===== config.mk =====
export PLATFORM = sky130hd
export DESIGN_NAME = seg_scan_decoder
export DESIGN_NICKNAME = d
export VERILOG_FILES = /design/src/rtl/seg_scan_decoder.sv
export SDC_FILE = /design/constraint.sdc
export NUM_CORES = 1
export LEC_CHECK = 0
export BUFFER_PORTS_ARGS = -buffer_cell sky130_fd_sc_hd__buf_4
export CORE_UTILIZATION = 45
export DETAILED_ROUTE_END_ITERATION = 8
export HOLD_SLACK_MARGIN = 0.02
export PLACE_DENSITY_LB_ADDON = 0.15
export SLEW_MARGIN = 20
export SYNTH_ARGS = -nofsm -noshare
export SYNTH_HDL_FRONTEND = slang
export SYNTH_SLANG_ARGS = --single-unit

===== constraint.sdc =====
create_clock -name clk -period 2.49 [get_ports clk]
set_input_delay 0.1245 -clock clk [delete_from_list [all_inputs] [get_ports clk]]
set_output_delay 0.1245 -clock clk [all_outputs]
set_load 0.005 [all_outputs]

===== src/rtl/seg_scan_decoder.sv =====
// Recovers the displayed digits from a multiplexed 7-segment drive (active-low
// anodes/segments), assembling one frame per full anode sweep.
module seg_scan_decoder #(
   parameter int SETTLE_CYCLES = 2
) (
   input  logic        clk,
   input  logic        rst,
   input  logic [6:0]  seg,
   input  logic [3:0]  an,
   input  logic        dp,
   output logic [15:0] digits,
   output logic [3:0]  dp_mask,
   output logic        frame_valid,
   output logic        frame_err,
   output logic        an_err
);

   typedef enum logic [1:0] {IDLE, SETTLE, HELD} state_t;

   state_t           r_state, w_state_nxt;
   logic [11:0]      r_prev;
   logic [11:0]      w_cur;
   logic [3:0]       r_cnt, w_cnt_nxt;
   logic             w_chg, w_onehot, w_an_bad, w_cap, w_done;
   logic [3:0]       w_code;
   logic             w_code_err;
   logic [3:0][3:0]  r_buf, w_buf_nxt;
   logic [3:0]       r_bdp, w_bdp_nxt;
   logic [3:0]       r_seen, w_seen_nxt;
   logic [3:0]       r_serr, w_serr_nxt;
   logic [15:0]      r_digits;
   logic [3:0]       r_dpm;
   logic             r_fv, r_ferr, r_an_err;

   assign w_cur     = {an, seg, dp};
   assign w_chg     = (w_cur != r_prev);
   assign w_onehot  = (an == 4'b1110) || (an == 4'b1101) ||
                      (an == 4'b1011) || (an == 4'b0111);
   assign w_an_bad  = !w_onehot && (an != 4'b1111);
   assign w_cnt_nxt = w_chg ? 4'd0 : ((r_cnt == 4'd15) ? 4'd15 : r_cnt + 4'd1);

   always_comb begin
      w_code = 4'hF;
      case (seg)
         7'b1000000: w_code = 4'h0;
         7'b1111001: w_code = 4'h1;
         7'b0100100: w_code = 4'h2;
         7'b0110000: w_code = 4'h3;
         7'b0011001: w_code = 4'h4;
         7'b0010010: w_code = 4'h5;
         7'b0000010: w_code = 4'h6;
         7'b1111000: w_code = 4'h7;
         7'b0000000: w_code = 4'h8;
         7'b0010000: w_code = 4'h9;
         7'b1111111: w_code = 4'hE;
         default:    w_code = 4'hF;
      endcase
   end
   assign w_code_err = (w_code == 4'hF);

   // Any change of the drive restarts the dwell; HELD blocks a second capture.
   always_comb begin
      w_state_nxt = r_state;
      w_cap       = 1'b0;
      if (w_chg) begin
         w_state_nxt = w_onehot ? SETTLE : IDLE;
      end else begin
         case (r_state)
            IDLE:    if (w_onehot) w_state_nxt = SETTLE;
            SETTLE:  if (w_cnt_nxt >= 4'(SETTLE_CYCLES)) begin
                        w_state_nxt = HELD;
                        w_cap       = 1'b1;
                     end
            default: w_state_nxt = r_state;
         endcase
      end
   end

   always_ff @(posedge clk) begin
      if (rst) r_state <= IDLE;
      else     r_state <= w_state_nxt;
   end

   // Error is tracked per slot so a re-captured slot fully replaces its value.
   always_comb begin
      w_buf_nxt  = r_buf;
      w_bdp_nxt  = r_bdp;
      w_seen_nxt = r_seen;
      w_serr_nxt = r_serr;
      if (w_cap) begin
         for (int i = 0; i < 4; i++) begin
            if (!an[i]) begin
               w_buf_nxt[i]  = w_code;
               w_bdp_nxt[i]  = ~dp;
               w_seen_nxt[i] = 1'b1;
               w_serr_nxt[i] = w_code_err;
            end
         end
      end
   end
   assign w_done = w_cap && (w_seen_nxt == 4'b1111);

   always_ff @(posedge clk) begin
      if (rst) begin
         r_prev   <= '1;
         r_cnt    <= '0;
         r_buf    <= '0;
         r_bdp    <= '0;
         r_seen   <= '0;
         r_serr   <= '0;
         r_digits <= '0;
         r_dpm    <= '0;
         r_fv     <= 1'b0;
         r_ferr   <= 1'b0;
         r_an_err <= 1'b0;
      end else begin
         r_prev   <= w_cur;
         r_cnt    <= w_cnt_nxt;
         r_buf    <= w_buf_nxt;
         r_bdp    <= w_bdp_nxt;
         r_an_err <= w_an_bad;
         r_fv     <= w_done;
         if (w_done) begin
            r_seen   <= '0;
            r_serr   <= '0;
            r_digits <= w_buf_nxt;
            r_dpm    <= w_bdp_nxt;
            r_ferr   <= |w_serr_nxt;
         end else begin
            r_seen <= w_seen_nxt;
            r_serr <= w_serr_nxt;
         end
      end
   end

   assign digits      = r_digits;
   assign dp_mask     = r_dpm;
   assign frame_valid = r_fv;
   assign frame_err   = r_ferr;
   assign an_err      = r_an_err;

endmodule


Yosys cells after proc, flatten, opt, wreduce, memory -nomap -nowiden
Cells that the tools add are included.
{"block": "totals", "output_inout_bits": 23, "inputBits": 14, "elab_cells": 83, "ff_bits": 69}
{"block": "op_classes", "n_lt_le_gt_ge": 1, "n_reduce_logical": 12, "addsub": 1, "bitwise_logic": 1, "n_eq_ne": 22, "muxes": 31}
{"cell": "one-hot mux 4 bit (11 select lines)", "count": 1}
{"cell": "2-to-1 mux 4 bit", "count": 9}
{"cell": "equality test 7 bit (second input constant)", "count": 4}
{"cell": "equality test 4 bit (second input constant)", "count": 6}
{"cell": "equality test 7 x 5 -> 1 bit (second input constant)", "count": 3}
{"cell": "2-to-1 mux 1 bit", "count": 16}
{"cell": "2-to-1 mux 16 bit", "count": 1}
{"cell": "equality test 7 x 6 -> 1 bit (second input constant)", "count": 2}
{"cell": "!= test 12 bit", "count": 1}
{"cell": "equality test 7 x 2 -> 1 bit (second input constant)", "count": 1}
{"cell": "zero test 7 bit", "count": 1}
{"cell": "2-to-1 mux 2 bit", "count": 3}
{"cell": "!= test 3 bit (second input constant)", "count": 2}
{"cell": "adder 4 x 1 -> 4 bit (second input constant)", "count": 1}
{"cell": "equality test 4 x 3 -> 1 bit (second input constant)", "count": 1}
{"cell": "greater-or-equal comparator 4 x 2 -> 1 bit (second input constant)", "count": 1}
{"cell": "!= test 4 bit (second input constant)", "count": 1}
{"cell": "one-hot mux 2 bit (2 select lines)", "count": 1}
{"cell": "OR reduction 4 bit", "count": 1}
{"cell": "logical OR 1 bit", "count": 3}
{"cell": "AND reduction 3 bit", "count": 1}
{"cell": "nonzero test 3 bit", "count": 1}
{"cell": "equality test 2 x 1 -> 1 bit (second input constant)", "count": 1}
{"cell": "logical AND 1 bit", "count": 2}
{"cell": "4 further kinds", "count": 4}

Longest topological paths before layout
Gate-level depths: netlist (run 1).
{"block": "logic_depth", "word_depth": 11, "ltp_mapped": 9, "depth_no_buf": 7}

Worst setup path before layout (run 1)
No wires, ideal clock.
{"block": "synth_timing", "kind": "reg2reg", "from": "reg r_cnt[0]", "to": "reg r_dpm[2] (netlist: dp_mask[2])", "period_less_slack_ns": 2.031, "arrival_ns": 1.894, "setup_slack_ns": 0.459, "path_stages_with_launch": 9, "t_required_ns": 2.353, "cell_sequence": "dfxtp_1 ha_1 or2_2 o2111a_1 nor2_1 buf_4 or3_1 mux2i_1 a211oi_1"}
{"block": "synth_between", "elab_chain_cells": 10}
{"element": "start: declaration", "line": "23", "text": "logic [3:0] r_cnt, w_cnt_nxt;"}
{"element": "start signal: assignment", "line": "118", "text": "r_cnt <= w_cnt_nxt;"}
{"element": "adder 4 x 1 -> 4 bit or equality test 4 bit (tied branches)", "line": "40", "text": "assign w_cnt_nxt = w_chg ? 4'd0 : ((r_cnt == 4'd15) ? 4'd15 : r_cnt + 4'd1);"}
{"element": "2-to-1 mux 4 bit (*) (2 in series)", "line": "40"}
{"element": "greater-or-equal comparator 4 x 2 -> 1 bit (*)", "line": "70", "text": "SETTLE: if (w_cnt_nxt >= 4'(SETTLE_CYCLES)) begin"}
{"element": "2-to-1 mux 1 bit (*)", "line": "70"}
{"element": "2-to-1 mux 1 bit (*)", "line": "68", "text": "case (r_state)"}
{"element": "2-to-1 mux 1 bit (*)", "line": "65", "text": "if (w_chg) begin"}
{"element": "2-to-1 mux 4 bit", "line": "90", "text": "if (w_cap) begin"}
{"element": "equality test 4 bit", "line": "101", "text": "assign w_done = w_cap && (w_seen_nxt == 4'b1111);"}
{"element": "logical AND 1 bit", "line": "101"}
{"element": "end signal: assignment", "line": "127", "text": "r_dpm <= w_bdp_nxt;"}
{"element": "end: declaration", "line": "32", "text": "logic [3:0] r_dpm;"}
Every way passes the cells marked *; elsewhere a longest branch is shown, timed or not.
A chain may end at the register's enable or synchronous reset.

Worst setup path after layout (run 1)
{"block": "layout_timing", "from": "in dp", "to": "reg r_dpm[1] (netlist: dp_mask[1])"}
{"block": "layout_between", "elab_chain_cells": 9}
{"element": "start: declaration", "line": "10", "text": "input logic dp,"}
{"element": "!= test 12 bit", "line": "36", "text": "assign w_chg = (w_cur != r_prev);"}
{"element": "2-to-1 mux 4 bit", "line": "40"}
{"element": "greater-or-equal comparator 4 x 2 -> 1 bit", "line": "70"}
{"element": "2-to-1 mux 1 bit", "line": "70"}
{"element": "2-to-1 mux 1 bit", "line": "68"}
{"element": "2-to-1 mux 1 bit", "line": "65"}
{"element": "2-to-1 mux 4 bit", "line": "90"}
{"element": "equality test 4 bit", "line": "101"}
{"element": "logical AND 1 bit", "line": "101"}
Several ways; a longest one is shown, not always the timed one.

==> results of run 1 <==
[through the flow]
step	instances	instance area, sq um	utilization	worst slack, ns	total power, W
after floorplan	340	3100	-	0.459	0.00125
after global routing	448	3600	0.554	0.0756	0.00229
final	448	3600	0.554	0.196	0.00219
after detailed placement	431	3380	0.521	0.283	0.00129
after CTS	448	3590	0.553	0.176	0.00222
after global placement	431	3380	0.521	0.292	0.00129
[layer usage]
| layer | up-vias | GRT usage | part of all wire |
|---|---|---|---|
| met2 | 52 | 0.284 | 0.45 |
| met5 | - | 0 | 0 |
| met4 | 0 | 0.0786 | 0.015 |
| met1 | 1066 | 0.256 | 0.48 |
| met3 | 10 | 0.0554 | 0.047 |
| li1 | 1251 | - | - |
[state kept, by name (all words and copies together) (netlist names)]
register / count
an_err: 1
digits: 16
dp_mask: 4
frame_err: 1
frame_valid: 1
r_bdp: 4
r_buf: 16
r_cnt: 4
r_prev: 12
r_seen: 4
r_serr: 4
r_state: 2
[synthesized netlist by cell type, types with 3 or more instances]
cell	count
xor2_1	12
or3_1	7
or2_2	15
a21oi_1	15
o31ai_1	5
nor3_4	4
nor2_1	44
mux2i_1	19
nor3_1	6
a211oi_1	16
buf_6	3
nand2b_1	10
o211ai_1	4
nand2_1	10
o22ai_1	13
clkbuf_1	19
inv_1	13
dfxtp_1	69
buf_2	5
o21ai_0	9
nor4_2	3
[area by class of cell]
cell class | instances | area share
multi-input cells | 229 | 0.428
flip-flops and latches | 69 | 0.384
well taps | 77 | 0.0268
inverters | 13 | 0.0136
clock buffers | 11 | 0.0393
repair buffers | 44 | 0.0925
clock inverters | 5 | 0.0167
[path summary, 6_finish.rpt]
kind | from | endpoint | cells after the start
hold reg to reg | r_seen[0]$_SDFF_PP0_ | r_seen[0]$_SDFF_PP0_ | 2
setup reg to reg | r_prev[11]$_SDFF_PP1_ | dp_mask[1]$_SDFFE_PP0P_ | 7
hold / removal | seg[3] | r_prev[4]$_SDFF_PP1_ | 2
setup / recovery | dp | dp_mask[1]$_SDFFE_PP0P_ | 9
[power by group]
group	leakage (nW)	internal [W]	switching (W)	total, W
registers	0.560	0.00112	0.00000588	0.00112
logic	0.673	0.0000566	0.0000849	0.000141
clock network	0.0995	0.000492	0.000433	0.000925
[repair_timing]
action / in CTS / in global routing
resized for setup: 0 / 1
hold buffers: 1 / 0
setup endpoints to repair: 0 / 1
hold endpoints to repair: 1 / 0
[layout by cell type (no fill, tap or decap), types with 6 or more instances in the layout]
master    instances
inv_1            13
o22ai_1          13
or3_1             7
nor3_1            6
clkbuf_8         10
o21ai_0           9
or2_2            15
nand2_1          10
a21oi_1          15
xor2_1           12
nor2_1           44
dfxtp_1          69
mux2i_1          19
nand2b_1         10
a211oi_1         16
buf_4            43
[logic make-up (layout without fill, tap and decap cells)]
| group | count (synthesis) | in the layout | share of synthesized area |
|---|---|---|---|
| and+or+nand+nor | 113 | 113 | 0.206 |
| AOI/OAI and AO/OA | 80 | 80 | 0.176 |
| DFF | 69 | 69 | 0.445 |
| buffers and inverters | 42 | 73 | 0.0613 |
| muxes | 20 | 20 | 0.0649 |
| xor gates and xnor gates | 14 | 14 | 0.0395 |
| adders and majority gates | 2 | 2 | 0.00725 |
[worst register-to-register path: cells and delay by family (launching register included)]
kind | cells | cell delay [ns]
and+or+nand+nor | 3 | 0.94
DFF | 1 | 0.31
muxes | 1 | 0.18
AOI/OAI and AO/OA | 1 | 0.25
buffers and inverters | 1 | 0.24
xor gates and xnor gates | 1 | 0.17
==> summary.md, run 1 <==
| Metric | Value |
|---|---|
| Cells along the critical path | `dlygate4sd3_1 > buf_4 > xor2_1 > nor4_2 > nand3_2 > buf_4 > or3_1 > mux2i_1 > a211oi_1` |
| Hold slack final | `0.0464 ns` |
| Fin crit period | `2.29 ns` |
| Cell mode on critical path | `buf_4` |
| Via density | `5.31` |
| Type of origin of the critical path | `input port` |
| I/O Buffers | `36` |
| Vias | `2,379` |
| RSZ-0062 raised after global routing | `false` |
| Avg Cell Area, Syn | `9.13 sq um` |
| Synth Instances | `340` |
| YS warnings | `0` |
| Multi-input gate area | `1540 sq um` |
| Setup bufs post-CTS | `0` |
| CTS tree | `done` |
| Die Y | `85.1 um` |
| Mapped Area | `3100 sq um` |
| Global route overflow | `0` |
| Largest net degree at the start of global routing | `64` |
| Register area | `1380 sq um` |
| First-pass GRT wire length | `10,500 um` |
| Crit-path leading delay family | `buffers and inverters` |
| Layout cells sized above 1 | `0.232` |
| Number of global-route vias before repair | `2,110` |
| TNS Setup | `0 ns` |
| Setup CP Type | `input port to flop` |
| Outcome | `finished clean` |
| Routed Antenna Nets | `0` |
| Die X | `85.1 um` |
| Bufs and invs on worst path | `3` |
| Slew headroom | `0.476` |
| Fillers | `589` |
| Antenna violations before repair | `0` |
| Yosys reg bits | `69` |
| MaxCap Viol Count | `0` |
| CP peak stage delay | `0.54 ns` |
| Nets | `381` |
| Synth cell types | `54` |
| Starting Density | `0.478` |
| Crit-path max FO | `22` |
| Register area share after synthesis | `0.445` |
| Slew Limit Fails | `0` |
| Post-synth ARST share | `0` |
| Final Hold Fails | `0` |
| CP Capture Type | `flop` |
| Core ar. | `6490 sq um` |
| DRC | `0` |
| RD Place Congestion | `0.732` |
| Drt first pass iters | `4` |
| Max clock buf depth | `2` |
| Synth-to-layout area growth | `16.0%` |
| Slowest-stage cell, CP | `dlygate4sd3_1` |
| Fmax | `436 MHz` |
| Die area | `7230 sq um` |
| Cts bufs inserted | `9` |
| Synthesized net count | `355` |
| Most used DFF post-synth | `dfxtp_1` |
| Top-area cell type share of the netlist area | `0.445` |
| Routed Wire Length | `6360 um` |
| CP Data Arrival Time | `2.55 ns` |
| WL/cell | `14.2 um` |
| Synth area leader | `dfxtp_1` |
| Worst skew pair latency | `0.35 ns` |
| CTS HTree Levels | `3` |
| Clock Skew | `0.00832 ns` |
| Hold Path Class | `input port to flop` |
| N_diodes | `0` |
| Rows | `29` |
| CP Data Required Time | `2.75 ns` |
| Post-synth EDFFs | `0` |
| PD cells | `608 nW/um^2` |
| LEAKAGE | `1.33 nW` |
| Detailed placement HPWL | `4290 um` |
| Initial DRC Count | `94` |
| Final setup violation count | `0` |
| Tcrit/Tclk final | `0.921` |
| Synth area leaders | `dfxtp_1 (44%), mux2i_1 (6.1%), nor2_1 (5.3%)` |
| Root Driver | `clkbuf_8` |
| CTS clock-pin slew for the worst setup and hold paths | `0.08 ns` |
| Worst Max-Slew Pin Slew | `0.781 ns` |
| Io pins | `37` |
| Flop2flop setup slack | `0.31 ns` |
| Total GRT Usage | `0.190` |
| # clock sinks | `69` |
| Peak VDD IR | `0.286 mV` |
(Power assumes the default switching activity.)
==> run 2: changes to the inputs <==
CORE_MARGIN = 3   (was not set)
==> summary.md, run 2 (same netlist as run 1, synthesis figures left out) <==
| Metric | Value |
|---|---|
| WL/cell | `14.4 um (+1.3%)` |
| CP Data Required Time | `2.72 ns (-0.03 ns)` |
| Vias | `2,423 (+1.8%)` |
| Tcrit/Tclk final | `0.940 (+0.0185)` |
| CTS tree | `done` |
| Number of global-route vias before repair | `2,214 (+4.9%)` |
| TNS Setup | `0 ns (unchanged)` |
| Slew headroom | `0.494 (+0.0180)` |
| RD Place Congestion | `0.777 (+6.1%)` |
| Type of origin of the critical path | `input port` |
| Total GRT Usage | `0.173 (-0.0167)` |
| Crit-path max FO | `10 (-55%)` |
| PD cells | `585 nW/um^2 (-3.8%)` |
| Cts repair resizes | `0 (unchanged)` |
| Rows | `29 (unchanged)` |
| Worst skew pair latency | `0.34 ns (about the same)` |
| Cts bufs inserted | `9 (unchanged)` |
| Flop2flop setup slack | `0.25 ns (-0.06 ns)` |
| CP Data Arrival Time | `2.57 ns (+0.02 ns)` |
| Fillers | `647 (+9.8%)` |
| Core ar. | `6530 sq um (+0.56%)` |
| Clock Skew | `0.0105 ns (+0.00222 ns)` |
| Hold Path Class | `input port to flop` |
| Slew Limit Fails | `0 (unchanged)` |
| Drt first pass iters | `4 (unchanged)` |
| MaxCap Viol Count | `0 (unchanged)` |
| Root Driver | `clkbuf_8` |
| Post-placement cell area | `3380 sq um (unchanged)` |
| Die Y | `89.1 um (+4.7%)` |
| Largest net degree at the start of global routing | `64 (unchanged)` |
| Peak VDD IR | `0.295 mV (+3.1%)` |
| Starting Density | `0.475 (-0.00266)` |
| Via density | `5.41 (+1.8%)` |
| Setup CP Type | `input port to flop` |
| RSZ-0062 raised after global routing | `false` |
| Pre-CTS WS | `0.221 ns (-0.0613 ns)` |
| CTS clock-pin slew for the worst setup and hold paths | `0.08 ns (about the same)` |
| Routed Wire Length | `6440 um (+1.3%)` |
| Fmax | `427 MHz (-2.0%)` |
| I/O Buffers | `36 (unchanged)` |
| Detailed placement HPWL | `4410 um (+2.7%)` |
| Finished Cell Area | `3580 sq um (-0.63%)` |
| Antenna violations before repair | `0 (unchanged)` |
| LEAKAGE | `1.31 nW (-1.7%)` |
| Fin crit period | `2.34 ns (+0.0460 ns)` |
| Final worst slack | `0.150 ns (-0.0460 ns)` |
| Initial DRC Count | `129 (+37%)` |
| Layout cells sized above 1 | `0.235 (+0.00270)` |
| # clock sinks | `69 (unchanged)` |
| Synth-to-layout area growth | `15.2%` |
| Die area | `7930 sq um (+9.6%)` |
| Nets | `381 (unchanged)` |
| CTS HTree Levels | `3 (unchanged)` |
| First-pass GRT wire length | `10,600 um (+0.39%)` |
| Worst Max-Slew Pin Slew | `0.760 ns (-0.0218 ns)` |
| Final Hold Fails | `0 (unchanged)` |
| DRC | `0 (unchanged)` |
| Commonest non-fill, non-tap cell in the layout | `dfxtp_1` |
| Commonest non-fill, non-tap cells in the layout | `dfxtp_1 (69), nor2_1 (44), buf_4 (43), mux2i_1 (19), a211oi_1 (16)` |
| Global route overflow | `0 (unchanged)` |
| Io pins | `37 (unchanged)` |
| Routed Antenna Nets | `0 (unchanged)` |
| Final setup violation count | `0 (unchanged)` |
| N_diodes | `0 (unchanged)` |
| Outcome | `finished clean` |
| Max clock buf depth | `2 (unchanged)` |
| Die X | `89.1 um (+4.7%)` |
| CP Capture Type | `flop` |
[run 2: timing repair]
item,CTS,global route
hold buffers,1,0
hold endpoints to repair,1,0
setup buffers,0,0
[run 2: cell type report]
cell class,instances,area (sq um),area share
Clock buffer,10,138,0.0385
Clock inverter,6,47.5,0.0133
Inverter,13,48.8,0.0136
Multi-Input combinational cell,229,1530,0.428
Sequential cell,69,1380,0.386
Tap cell,77,96.3,0.0269
Timing Repair Buffer,44,333,0.0930
[run 2: final timing paths]
kind,endpoint,cells after the start,startpoint
hold / removal,r_prev[4]$_SDFF_PP1_,2,seg[3]
hold reg to reg,r_buf[9]$_SDFF_PP0_,2,r_buf[9]$_SDFF_PP0_
setup / recovery,digits[8]$_SDFFE_PP0P_,9,dp
setup reg to reg,digits[8]$_SDFFE_PP0P_,7,r_prev[5]$_SDFF_PP1_
[run 2: power by group]
part	total [W]	internal [W]	switching, W	leakage (nW)
combinational	0.000142	0.0000561	0.0000856	0.657
sequential	0.00112	0.00112	0.00000580	0.560
clock	0.000829	0.000395	0.000434	0.0928
[run 2: critical path: stages]
cell,delay (ns)
dlygate4sd3_1,0.55
buf_4,0.15
xor2_1,0.16
nor4_2,0.33
nand3_2,0.24
buf_4,0.26
nor3_4,0.35
mux2i_1,0.30
o22ai_1,0.11
[run 2: stage by stage]
stage	utilization	instances	hold slack (ns)	power (W)
after floorplan	-	340	0.231	0.00125
after global placement	0.518	431	0.345	0.00129
after detailed placement	0.518	431	0.344	0.00129
after CTS	0.548	448	0.0493	0.00212
after global routing	0.548	448	0.0631	0.00218
final	0.548	448	0.0612	0.00209
[run 2: routing by layer]
| metal | GRT usage | vias up | wire length [um] |
|---|---|---|---|
| li1 | - | 1249 | - |
| met1 | 0.228 | 1121 | 3140 |
| met4 | 0.0663 | 0 | 82 |
| met3 | 0.0470 | 8 | 284 |
| met5 | 0 | - | 0 |
| met2 | 0.271 | 45 | 2940 |
==> run 3: changes to the inputs <==
--- a/config.mk
+++ b/config.mk
@@ -10,5 +10,5 @@
 export CORE_UTILIZATION = 45
 export DETAILED_ROUTE_END_ITERATION = 8
-export HOLD_SLACK_MARGIN = 0.02
+export HOLD_SLACK_MARGIN = 0.12
 export PLACE_DENSITY_LB_ADDON = 0.15
 export SLEW_MARGIN = 20
==> constraint.sdc (replaced) <==
create_clock -name clk -period 2.49 [get_ports clk]
set_input_delay 0.1245 -clock clk [delete_from_list [all_inputs] [get_ports clk]]
set_output_delay 0.1245 -clock clk [all_outputs]
set_load 0.1 [all_outputs]
==> summary.md, run 3 (same netlist as run 1, synthesis figures left out) <==
| Metric | Value |
|---|---|
| PD cells | `567 nW/um^2 (-2.9%)` |
| Final non-filler cell total | `463 (+3.3%)` |
| CTS clock-pin slew for the worst setup and hold paths | `0.08 ns (about the same)` |
| Layout cells sized above 1 | `0.238 (+0.00384)` |
| Outcome | `finished clean` |
| CP Capture Type | `flop` |
| Vias | `2,466 (+1.8%)` |
| CP Data Required Time | `2.75 ns (+0.03 ns)` |
| Antenna violations before repair | `0 (unchanged)` |
| Peak VDD IR | `0.295 mV (-0.19%)` |
| First-pass GRT wire length | `10,800 um (+2.5%)` |
| Setup CP Type | `input port to flop` |
| Rows | `29 (unchanged)` |
| Max clock buf depth | `2 (unchanged)` |
| DRC | `0 (unchanged)` |
| Routed Antenna Nets | `0 (unchanged)` |
| Slew headroom | `0.490 (-0.00386)` |
| Slew Limit Fails | `0 (unchanged)` |
| Via density | `5.33 (-1.5%)` |
| Type of origin of the critical path | `input port` |
| Root Driver | `clkbuf_8` |
| TNS Setup | `0 ns (unchanged)` |
| CP Data Arrival Time | `2.64 ns (+0.07 ns)` |
| Number of global-route vias before repair | `2,282 (+3.1%)` |
| Initial DRC Count | `139 (+7.8%)` |
| Detailed placement HPWL | `4410 um (unchanged)` |
| Io pins | `37 (unchanged)` |
| Fmax | `421 MHz (-1.5%)` |
| N_diodes | `0 (unchanged)` |
| LEAKAGE | `1.38 nW (+5.2%)` |
| Drt first pass iters | `4 (unchanged)` |
| Crit-path max FO | `10 (unchanged)` |
| RD Place Congestion | `0.777 (unchanged)` |
| Fin crit period | `2.38 ns (+0.0350 ns)` |
| Synth-to-layout area growth | `20.3%` |
| Die X | `89.1 um (unchanged)` |
| Worst skew pair latency | `0.35 ns (about the same)` |
| CTS tree | `done` |
| Final Total Pwr | `0.00212 W (+1.3%)` |
| Commonest non-fill, non-tap cells in the layout | `dfxtp_1 (69), buf_4 (46), nor2_1 (44), mux2i_1 (19), a211oi_1 (16)` |
| Clock Skew | `0.0108 ns (+0.000284 ns)` |
| WL/cell | `14.2 um (-0.96%)` |
| Routed Wire Length | `6590 um (+2.4%)` |
| Hold Path Class | `input port to flop` |
| Nets | `396 (+3.9%)` |
| Largest net degree at the start of global routing | `64 (unchanged)` |
| Placed cells | `431 (unchanged)` |
| # clock sinks | `69 (unchanged)` |
| Worst Max-Slew Pin Slew | `0.765 ns (+0.00579 ns)` |
| CTS HTree Levels | `3 (unchanged)` |
| Final setup violation count | `0 (unchanged)` |
| Global route overflow | `0 (unchanged)` |
| MaxCap Viol Count | `0 (unchanged)` |
| Final Hold Fails | `0 (unchanged)` |
| Total GRT Usage | `0.177 (+0.00383)` |
| Die Y | `89.1 um (unchanged)` |
| Cts bufs inserted | `9 (unchanged)` |
| Core ar. | `6530 sq um (unchanged)` |
| Die area | `7930 sq um (unchanged)` |
| Commonest non-fill, non-tap cell in the layout | `dfxtp_1` |
| Tcrit/Tclk final | `0.954 (+0.0141)` |
| I/O Buffers | `36 (unchanged)` |
| Starting Density | `0.475 (unchanged)` |
-- run 3: where the power goes --
part | leakage [nW] | internal, W | switching, W | total [W]
clock | 0.0928 | 0.000395 | 0.000436 | 0.000831
sequential | 0.560 | 0.00112 | 0.00000587 | 0.00112
combinational | 0.725 | 0.0000687 | 0.0000979 | 0.000167
-- run 3: what timing repair did --
| item | in CTS | in global routing |
|---|---|---|
| setup endpoints to repair | 0 | 29 |
| hold buffers | 12 | 0 |
| hold endpoints to repair | 13 | 0 |
| buffers inserted | 0 | 4 |
| resized for setup | 0 | 1 |
-- run 3: critical path, cell delays in order --
cell           delay [ns]
dlygate4sd3_1        0.53
buf_4                0.17
xor2_1               0.15
nor4_2               0.29
buf_4                0.16
nand3_2              0.16
buf_4                0.20
or3_1                0.44
mux2i_1              0.17
a211oi_1             0.23
-- run 3: metrics by stage --
| stage | cell area, sq um | util | hold WS [ns] | setup WS (ns) |
|---|---|---|---|---|
| after floorplan | 3100 | - | 0.231 | 0.459 |
| after global placement | 3380 | 0.518 | 0.345 | 0.253 |
| after detailed placement | 3380 | 0.518 | 0.344 | 0.221 |
| after CTS | 3690 | 0.565 | 0.257 | 0.0577 |
| after global routing | 3730 | 0.572 | 0.282 | -0.00672 |
| final | 3730 | 0.572 | 0.258 | 0.115 |
-- run 3: final timing paths --
check / startpoint / end / slack (ns) / cells past startpoint
hold reg to reg: r_buf[9]$_SDFF_PP0_ / r_buf[9]$_SDFF_PP0_ / 0.46 / 2
setup reg to reg: r_prev[5]$_SDFF_PP1_ / dp_mask[3]$_SDFFE_PP0P_ / 0.29 / 8
hold / removal: rst / r_buf[4]$_SDFF_PP0_ / 0.26 / 2
setup / recovery: seg[4] / dp_mask[3]$_SDFFE_PP0P_ / 0.11 / 10
-- run 3: routing by layer --
layer | wire (um) | track usage
met5 | 0 | 0
met4 | 66 | 0.0663
met3 | 325 | 0.0470
met2 | 3030 | 0.283
met1 | 3170 | 0.229
-- run 3: cell type report --
cell class | count | area (sq um)
inverter | 13 | 48.8
fill | 633 | 2800
clock buffer | 10 | 138
clock inverter | 6 | 47.5
sequential | 69 | 1380
timing repair buffer | 59 | 485
multi-input combinational | 229 | 1540
tap | 77 | 96.3
